$ cat src/rtl/button_press_decoder_if.sv
// ---------------------------------------------------------------------------
// button_press_decoder_if
//
// Purpose:
//   Bundles the raw button input and the decoded button events that pass
//   between the board button pad and the user control logic.
//
// Signals:
//   BTN_N          raw button, active-low, asynchronous to the system clock
//   pressed        debounced level, 1 = held
//   press_pulse    1-cycle strobe on an accepted press
//   release_pulse  1-cycle strobe on an accepted release
//   short_press    1-cycle strobe at release when no long_press fired
//   long_press     1-cycle strobe when the hold reaches the long threshold
//   hold_cycles    hold duration of the current/last press, saturating
//
// Modports:
//   master  pad / user side: drives BTN_N, consumes the decoded events
//   slave   the decoder: samples BTN_N, produces the decoded events
// ---------------------------------------------------------------------------
interface button_press_decoder_if #(
  parameter int HOLD_W = 24
);

  logic              BTN_N;
  logic              pressed;
  logic              press_pulse;
  logic              release_pulse;
  logic              short_press;
  logic              long_press;
  logic [HOLD_W-1:0] hold_cycles;

  modport master (
    output BTN_N,
    input  pressed,
    input  press_pulse,
    input  release_pulse,
    input  short_press,
    input  long_press,
    input  hold_cycles
  );

  modport slave (
    input  BTN_N,
    output pressed,
    output press_pulse,
    output release_pulse,
    output short_press,
    output long_press,
    output hold_cycles
  );

endinterface

$ cat src/rtl/button_press_decoder.sv
// ---------------------------------------------------------------------------
// button_press_decoder
//
// Purpose:
//   Turns a raw, bouncy, active-low board button into clean events for user
//   logic. The pad is synchronised with a two-flop chain, debounced by a
//   four-state FSM, and each accepted press is timed so it can be classified
//   as short or long and its hold duration reported.
//
// Parameters:
//   DEBOUNCE_CYCLES  consecutive stable samples needed to accept an edge (>=1)
//   LONG_CYCLES      hold length that counts as a long press (>=1, < 2**HOLD_W)
//   HOLD_W           width of the hold-duration counter
//
// Ports:
//   CLK     system clock
//   RST_N   synchronous, active-low reset
//   btn_if  slave side of button_press_decoder_if (BTN_N in, events out);
//           its HOLD_W must match this module's HOLD_W
//
// Timing:
//   A press first sampled at edge E and held produces press_pulse in the
//   cycle after edge E+DEBOUNCE_CYCLES+2 (two synchroniser edges, one edge to
//   leave IDLE, then DEBOUNCE_CYCLES debounce edges). Release is symmetric.
//   All outputs are registered; every strobe lasts exactly one cycle.
// ---------------------------------------------------------------------------
module button_press_decoder #(
  parameter int DEBOUNCE_CYCLES = 120000,
  parameter int LONG_CYCLES     = 12000000,
  parameter int HOLD_W          = 24
) (
  input logic                   CLK,
  input logic                   RST_N,
  button_press_decoder_if.slave btn_if
);

  // Debounce counter only needs to reach DEBOUNCE_CYCLES-1; keep at least
  // one bit so DEBOUNCE_CYCLES=1 still elaborates.
  localparam int DEB_W = (DEBOUNCE_CYCLES > 1) ? $clog2(DEBOUNCE_CYCLES) : 1;

  localparam logic [DEB_W-1:0]  DEB_LAST = DEB_W'(DEBOUNCE_CYCLES - 1);
  localparam logic [HOLD_W-1:0] HOLD_MAX = {HOLD_W{1'b1}};
  localparam logic [HOLD_W-1:0] LONG_VAL = HOLD_W'(LONG_CYCLES);

  typedef enum logic [1:0] {
    S_IDLE,
    S_DEB_PRESS,
    S_HELD,
    S_DEB_RELEASE
  } state_e;

  // -------------------------------------------------------------------------
  // State
  // -------------------------------------------------------------------------
  logic              sync1_q, sync2_q;
  state_e            state_q, state_d;
  logic [DEB_W-1:0]  deb_cnt_q, deb_cnt_d;
  logic [HOLD_W-1:0] hold_q, hold_d;
  logic              long_fired_q, long_fired_d;
  logic              pressed_q, pressed_d;
  logic              press_pulse_q, press_pulse_d;
  logic              release_pulse_q, release_pulse_d;
  logic              short_q, short_d;
  logic              long_q, long_d;

  // Synchronised button, active-high. Nothing downstream touches BTN_N.
  logic btn;
  assign btn = ~sync2_q;

  // Set on every edge that should advance the hold timer.
  logic hold_inc;

  // -------------------------------------------------------------------------
  // Registers
  // -------------------------------------------------------------------------
  // NOTE: reset is sampled on the clock edge (synchronous) and every register
  // here uses non-blocking assignment so all flops update from the same
  // pre-edge values; blocking assignment would chain sync1 straight into sync2.
  always_ff @(posedge CLK) begin
    if (!RST_N) begin
      // Synchroniser resets to "released" so a button held through reset is
      // seen as a brand-new press and must debounce again.
      sync1_q         <= 1'b1;
      sync2_q         <= 1'b1;
      state_q         <= S_IDLE;
      deb_cnt_q       <= '0;
      hold_q          <= '0;
      long_fired_q    <= 1'b0;
      pressed_q       <= 1'b0;
      press_pulse_q   <= 1'b0;
      release_pulse_q <= 1'b0;
      short_q         <= 1'b0;
      long_q          <= 1'b0;
    end else begin
      sync1_q         <= btn_if.BTN_N;
      sync2_q         <= sync1_q;
      state_q         <= state_d;
      deb_cnt_q       <= deb_cnt_d;
      hold_q          <= hold_d;
      long_fired_q    <= long_fired_d;
      pressed_q       <= pressed_d;
      press_pulse_q   <= press_pulse_d;
      release_pulse_q <= release_pulse_d;
      short_q         <= short_d;
      long_q          <= long_d;
    end
  end

  // -------------------------------------------------------------------------
  // Next-state and output decode
  // -------------------------------------------------------------------------
  // NOTE: every variable written below gets a default first, so no path
  // through the case statement can leave one unassigned and infer a latch.
  always_comb begin
    state_d         = state_q;
    deb_cnt_d       = deb_cnt_q;
    hold_d          = hold_q;
    long_fired_d    = long_fired_q;
    pressed_d       = pressed_q;
    press_pulse_d   = 1'b0;
    release_pulse_d = 1'b0;
    short_d         = 1'b0;
    long_d          = 1'b0;
    hold_inc        = 1'b0;

    unique case (state_q)
      S_IDLE: begin
        if (btn) begin
          state_d   = S_DEB_PRESS;
          deb_cnt_d = '0;
        end
      end

      S_DEB_PRESS: begin
        if (!btn) begin
          // Bounce: drop back silently.
          state_d = S_IDLE;
        end else if (deb_cnt_q == DEB_LAST) begin
          state_d       = S_HELD;
          pressed_d     = 1'b1;
          press_pulse_d = 1'b1;
          hold_d        = '0;
          long_fired_d  = 1'b0;
        end else begin
          deb_cnt_d = deb_cnt_q + 1'b1;
        end
      end

      S_HELD: begin
        hold_inc = 1'b1;
        if (!btn) begin
          state_d   = S_DEB_RELEASE;
          deb_cnt_d = '0;
        end
      end

      S_DEB_RELEASE: begin
        if (btn) begin
          // Release bounce: still held, keep timing, no event.
          state_d  = S_HELD;
          hold_inc = 1'b1;
        end else if (deb_cnt_q == DEB_LAST) begin
          // Release accepted; this edge does not extend the hold time.
          state_d         = S_IDLE;
          pressed_d       = 1'b0;
          release_pulse_d = 1'b1;
        end else begin
          deb_cnt_d = deb_cnt_q + 1'b1;
          hold_inc  = 1'b1;
        end
      end

      default: state_d = S_IDLE;
    endcase

    // Hold timer saturates instead of wrapping, so reaching LONG_VAL can
    // only happen once per press; long_fired guards it regardless.
    if (hold_inc && (hold_q != HOLD_MAX)) begin
      hold_d = hold_q + 1'b1;
      if ((hold_d == LONG_VAL) && !long_fired_q) begin
        long_d       = 1'b1;
        long_fired_d = 1'b1;
      end
    end

    // Uses the post-update flag so a long press on the same edge as the
    // release still suppresses short_press.
    if (release_pulse_d) begin
      short_d = ~long_fired_d;
    end
  end

  // -------------------------------------------------------------------------
  // Outputs
  // -------------------------------------------------------------------------
  assign btn_if.pressed       = pressed_q;
  assign btn_if.press_pulse   = press_pulse_q;
  assign btn_if.release_pulse = release_pulse_q;
  assign btn_if.short_press   = short_q;
  assign btn_if.long_press    = long_q;
  assign btn_if.hold_cycles   = hold_q;

endmodule

$ cat src/flat_wrapper.sv
// flat-port wrapper written by rule: the top's interface ports become plain ports
module button_press_decoder_flat 
#(
  parameter int DEBOUNCE_CYCLES = 120000,
  parameter int LONG_CYCLES     = 12000000,
  parameter int HOLD_W          = 24
)
  (CLK, RST_N, btn_if_BTN_N, btn_if_pressed, btn_if_press_pulse, btn_if_release_pulse, btn_if_short_press, btn_if_long_press, btn_if_hold_cycles);
  button_press_decoder_if #(.HOLD_W(HOLD_W)) btn_if_i ();
  input logic CLK;
  input logic RST_N;
  input wire logic [$bits(btn_if_i.BTN_N)-1:0] btn_if_BTN_N;
  output wire logic [$bits(btn_if_i.pressed)-1:0] btn_if_pressed;
  output wire logic [$bits(btn_if_i.press_pulse)-1:0] btn_if_press_pulse;
  output wire logic [$bits(btn_if_i.release_pulse)-1:0] btn_if_release_pulse;
  output wire logic [$bits(btn_if_i.short_press)-1:0] btn_if_short_press;
  output wire logic [$bits(btn_if_i.long_press)-1:0] btn_if_long_press;
  output wire logic [$bits(btn_if_i.hold_cycles)-1:0] btn_if_hold_cycles;
  assign btn_if_i.BTN_N = btn_if_BTN_N;
  assign btn_if_pressed = btn_if_i.pressed;
  assign btn_if_press_pulse = btn_if_i.press_pulse;
  assign btn_if_release_pulse = btn_if_i.release_pulse;
  assign btn_if_short_press = btn_if_i.short_press;
  assign btn_if_long_press = btn_if_i.long_press;
  assign btn_if_hold_cycles = btn_if_i.hold_cycles;
  button_press_decoder #(.DEBOUNCE_CYCLES(DEBOUNCE_CYCLES), .LONG_CYCLES(LONG_CYCLES), .HOLD_W(HOLD_W)) u_core (.CLK(CLK), .RST_N(RST_N), .btn_if(btn_if_i));
endmodule
$ cat config.mk
export PLATFORM = sky130hd
export DESIGN_NAME = button_press_decoder_flat
export DESIGN_NICKNAME = d
export VERILOG_FILES = /design/src/rtl/button_press_decoder_if.sv /design/src/rtl/button_press_decoder.sv /design/src/flat_wrapper.sv
export SDC_FILE = /design/constraint.sdc
export NUM_CORES = 1
export LEC_CHECK = 0
export ABC_AREA = 1
export CAP_MARGIN = 40
export CORE_MARGIN = 2
export CORE_UTILIZATION = 40
export DETAILED_ROUTE_END_ITERATION = 10
export GPL_TIMING_DRIVEN = 0
export SLEW_MARGIN = 20
export SYNTH_ARGS = -nofsm -noshare
export SYNTH_HDL_FRONTEND = slang
export SYNTH_SLANG_ARGS = --single-unit
$ cat constraint.sdc
create_clock -name CLK -period 2.4 [get_ports CLK]
set_clock_uncertainty 0.05 [all_clocks]
set_input_delay 0.36 -clock CLK [delete_from_list [all_inputs] [get_ports CLK]]
set_output_delay 0.36 -clock CLK [all_outputs]
set_load 0.05 [all_outputs]
# Word-level counts from Yosys, hierarchy flattened
# Cells that the tools add are included.
dict set report classes {
  n_reduce_logical 14
  n_bitwise 3
  n_mux 34
  addsub 2
  eq_ne 15
}
# cell count
set op_table {}
lappend op_table {{$mux 24} 4}
lappend op_table {{$mux 17} 5}
lappend op_table {{$pmux 17 s4} 1}
lappend op_table {{$add 24x1->24 const B} 1}
lappend op_table {{$eq 24x24->1 const B} 1}
lappend op_table {{$ne 24x24->1 const B} 1}
lappend op_table {{$add 17x1->17 const B} 1}
lappend op_table {{$eq 17x17->1 const B} 1}
lappend op_table {{$mux 1} 15}
lappend op_table {{$mux 2} 6}
lappend op_table {{$ne 2x1->1 const B} 4}
lappend op_table {{$pmux 2 s4} 1}
lappend op_table {{$reduce_and 4->1} 2}
lappend op_table {{$ne 2x2->1 const B} 3}
lappend op_table {{$reduce_bool 2->1} 3}
lappend op_table {{$reduce_and 5->1} 1}
lappend op_table {{$eq 2x2->1 const B} 2}
lappend op_table {{$pmux 1 s2} 2}
lappend op_table {{$reduce_and 2->1} 2}
lappend op_table {{$ne 3x1->1 const B} 1}
lappend op_table {{$ne 3x3->1 const B} 1}
lappend op_table {{$not 1->1} 3}
lappend op_table {{$reduce_and 3->1} 1}
lappend op_table {{$reduce_or 3->1} 1}
lappend op_table {{4 further kinds} 5}
dict set report totals {
  output_inout_bits 29
  elab_cells 79
  register_bits 51
  input_bits 3
}

# Logic depth before layout (Yosys ltp)
dict set report depth {
  ltp_word 7
  mapped_depth 14
}

# Worst setup path before layout
# OpenSTA, ideal clock, no wires.
dict set report synth_path {
  path_type {register to register}
  startpoint {register u_core.hold_q[0], in the netlist u_core.btn_if.hold_cycles[0]}
  endpoint {register u_core.long_fired_q}
  stages_incl_launch_ff 14
  period_less_slack_ps 2172
  n_path_buf 0
  slack_ps 228
  arrival_ps 2059
  setup_time_ps 63
  path_cell_list {dfxtp_1 ha_1 nand2_2 nor2_4 nand2_1 nor2_2 nand2_1 nand2_1 nand2_1 nor2_1 nand3_1 nor2_2 nor2_1 nor2_2}
}
dict set report synth_via {
  elab_chain_len 5
  word_cells_on_any_way 7
  classes_between {1 x add/sub; 2 x eq/ne; 2 x mux; 2 x reduce/logical}
}
# item line
set synth_lines {}
lappend synth_lines {{from (decl)} button_press_decoder.sv:58} ;# logic [HOLD_W-1:0] hold_q, hold_d;
lappend synth_lines {{from (signal assigned)} button_press_decoder.sv:99} ;# hold_q <= hold_d;
lappend synth_lines {{$add 24x1->24} button_press_decoder.sv:179} ;# hold_d = hold_q + 1'b1;
lappend synth_lines {{$eq 24x24->1} button_press_decoder.sv:180} ;# if ((hold_d == LONG_VAL) && !long_fired_q) begin
lappend synth_lines {{$logic_and 1x1->1} button_press_decoder.sv:180}
lappend synth_lines {{$mux 1} button_press_decoder.sv:180}
lappend synth_lines {{$mux 1 *} button_press_decoder.sv:178} ;# if (hold_inc && (hold_q != HOLD_MAX)) begin
lappend synth_lines {{to (signal assigned)} button_press_decoder.sv:100} ;# long_fired_q <= long_fired_d;
lappend synth_lines {{to (decl)} button_press_decoder.sv:59} ;# logic long_fired_q, long_fired_d;
# Every way passes the cells marked *; elsewhere a longest branch is shown, timed or not.
# A chain may end at the register's enable or synchronous reset.

# Worst setup path in the final report
dict set report layout_path {
  startpoint {register u_core.hold_q[0], in the netlist u_core.btn_if.hold_cycles[0]}
  endpoint {register u_core.hold_q[21], in the netlist u_core.btn_if.hold_cycles[21]}
}
dict set report layout_via {
  elab_chain_len 4
  word_cells_on_any_way 8
  classes_between {1 x add/sub; 2 x eq/ne; 1 x mux; 4 x reduce/logical}
}
# item
set layout_lines {}
lappend layout_lines {{parallel branches: the longest is 4 deep, another holds $add 24x1->24}}
# Parallel ways; which one is timed is not known.

==> impl_metrics.ini <==
[worst_setup_path]
worstPathArrival_ps = 2270
worstSetupPathType = flop to flop
r2r_start = u_core.btn_if.hold_cycles[0]
crit_start = u_core.btn_if.hold_cycles[0]
reg2reg_to = u_core.btn_if.hold_cycles[21]
rr_worst_depth = 11
crit_chain = ha_1 > nand2_2 > nor2_4 > nand2_2 > nor2_1 > nand3_1 > nand3_2 > inv_2 > buf_2 > nand3_1 > a21oi_1
cp-start-kind = flop
regToRegSetupSlack_ps = 260
crit_slowest_cell = dfxtp_1
cp_slowest_stage_delay_ps = 460
cp.buffers_inverters = 2
cp.depth = 11
worstPathMaxFanout = 13
endpoint = u_core.btn_if.hold_cycles[21]
crit_family = simple AND/OR/NAND/NOR gates
required_ps = 2530
worstSetupEndpointType = flop

[power]
ir_drop_mv = 0.205
leakagePower_nw = 1.18
powerDensity_nw_per_um2 = 451

[detailed_routing]
wl_per_cell_um = 11.9
initialDrtViolationCount = 102
postRouteWirelength_um = 6540
vias = 2724
viasPerCell = 4.97
drt_pre_antenna_iters = 4
ant_nets = 0
drc = 0

[die]
core_um2 = 6760
die_w_um = 87.4
design.portCount = 32
die_h_um = 87.4
fp-row-count = 30
start_util_pct = 41.2
dieArea_um2 = 7640

[timing]
tns_ps = 0
relSlewSlack_pct = 59.7
hold_ws_ps = 381
setup_violations = 0
drv_slew = 0
fin_crit_sh_pct = 89.2
rsz0062_at_grt = false
hold_viol_final = 0
timing.final.ws_setup_ps = 259
fmax_ghz = 0.467
layout_min_cycle_time_ps = 2140
worstMarginPinSlew_ps = 605

[logic_synthesis]
synth.distinct_cells = 32
synth.avg_cell_area_um2 = 6.45
ys_ff_latch = 51
netlist_instances = 431
syn_area_um2 = 2780
yosysSeqAreaShare_pct = 36.7
syn-num-nets = 437
yosysWarnings = 0

[cts]
cts.clk_slew.worst_paths_ps = 100
clockBufferDepth = 2
clock-sinks = 51
holdBufCountCts = 0
cts_max_level = 2
cts_tree = done
insertion_delay_ps = 310
cts_setup_buffers = 0
numCtsBuffers = 5
cts_root_buf = clkbuf_8

[finish]
num-fill-cells = 707
final_cell_mix = nand2_1 (140), nor2_1 (51), dfxtp_1 (51), inv_1 (41), a21oi_1 (35)
largest_register_ffs = 24
layout.nets = 474
layout_commonest_cell = nand2_1
fin_util_pct = 48.8
n_antenna_cell = 0
area_growth_pct = 18.4
drive_above_1_share_pct = 7.69

[placed_design]
dp_hpwl_um = 5070
preCtsSetupSlack_ps = 185
gp_congestion = 0.840
numPortBuffers = 31

[worst_hold_path]
holdCritPathClass = flop to flop
whs_path_depth = 1

[global_routing]
grt_max_degree = 16
grt.overflow.total = 0
antenna_found_initial = 0
grt_pass1_wl_um = 11100
grt_pass1_vias = 2435
grt_use_total_pct = 18.2

[run]
drv_cap = 0

[outcome]
status = completed
-- metrics by stage --
step | cells | power (mW) | instance area (um^2)
finish | 548 | 1.49 | 3290
CTS | 549 | 1.50 | 3300
global route | 548 | 1.53 | 3290
global placement | 542 | 0.903 | 3190
floorplan | 431 | 0.889 | 2780
detailed placement | 542 | 0.904 | 3190
-- cell usage after synthesis --
| cell | number | share of area (%) |
|---|---|---|
| inv_2 | 4 | 0.54 |
| o21a_1 | 1 | 0.27 |
| nor3_2 | 1 | 0.36 |
| xnor2_1 | 2 | 0.63 |
| nand3_2 | 3 | 1.1 |
| o211a_1 | 2 | 0.72 |
| clkinv_1 | 1 | 0.13 |
| inv_1 | 41 | 5.5 |
| a31oi_1 | 1 | 0.23 |
| o21bai_1 | 3 | 0.81 |
| buf_6 | 2 | 0.81 |
| nand4_1 | 3 | 0.67 |
| nor2_2 | 6 | 1.3 |
| nor3b_1 | 3 | 0.81 |
| o21ai_1 | 1 | 0.18 |
| nor3_1 | 9 | 1.6 |
| xor2_1 | 4 | 1.3 |
| o21ai_0 | 16 | 2.9 |
| buf_2 | 1 | 0.18 |
| nand2_2 | 6 | 1.3 |
| nand3_1 | 24 | 4.3 |
| clkbuf_1 | 5 | 0.67 |
| nand2_1 | 140 | 19 |
| dfxtp_1 | 51 | 37 |
| ha_1 | 3 | 1.3 |
| nor2_4 | 3 | 1.2 |
| a21oi_1 | 35 | 6.3 |
| nor2_1 | 51 | 6.9 |
| nor4_1 | 1 | 0.23 |
| or2_2 | 3 | 0.67 |
| nand3b_1 | 4 | 1.1 |
| o211ai_1 | 1 | 0.27 |
-- layer usage --
layer	vias to the layer above	GRT usage, %	wire [um]
li1	1448	-	-
met1	1235	23.2	2980
met2	37	32.2	3290
met3	4	2.94	221
met4	0	4.06	49
met5	-	0	0
-- worst min-delay path by stage --
| stage | start | end | slack [ps] |
|---|---|---|---|
| after global routing | u_core.sync1_q | u_core.sync2_q | 410 |
| after detailed placement | u_core.sync1_q | u_core.sync2_q | 350 |
| after floorplan | u_core.sync1_q | u_core.sync2_q | 340 |
| after global placement | u_core.sync1_q | u_core.sync2_q | 350 |
| final | u_core.sync1_q | u_core.sync2_q | 380 |
| after CTS | u_core.sync1_q | u_core.sync2_q | 380 |
-- repair_timing --
action	in CTS	in global routing
resized for setup	0	0
setup endpoints to repair	0	1
hold endpoints to repair	0	0
-- cell families after synthesis --
family	count (synthesis)	synth area share, %
compound gates	60	11.7
simple gates	257	40.5
xor+xnor	6	1.89
flops	51	36.7
fa+ha+maj	3	1.35
buf+inv	54	7.87
-- final cells by class --
| class | instances | area (um^2) | area share, % |
|---|---|---|---|
| flip-flops and latches | 51 | 1020 | 31.0 |
| multi-input cells | 326 | 1540 | 46.8 |
| repair buffers | 31 | 310 | 9.42 |
| well taps | 80 | 100 | 3.04 |
| clock inverters | 2 | 37.5 | 1.14 |
| plain buffers | 7 | 42.5 | 1.29 |
| inverters | 46 | 173 | 5.24 |
| clock buffers | 5 | 68.8 | 2.09 |
-- power by group --
group | switching [mW] | leakage, nW | internal [mW] | total [mW]
sequential | 0.00204 | 0.411 | 0.848 | 0.850
combinational | 0.0236 | 0.719 | 0.00927 | 0.0329
clock | 0.297 | 0.0502 | 0.305 | 0.602
(Power assumes the default switching activity.)
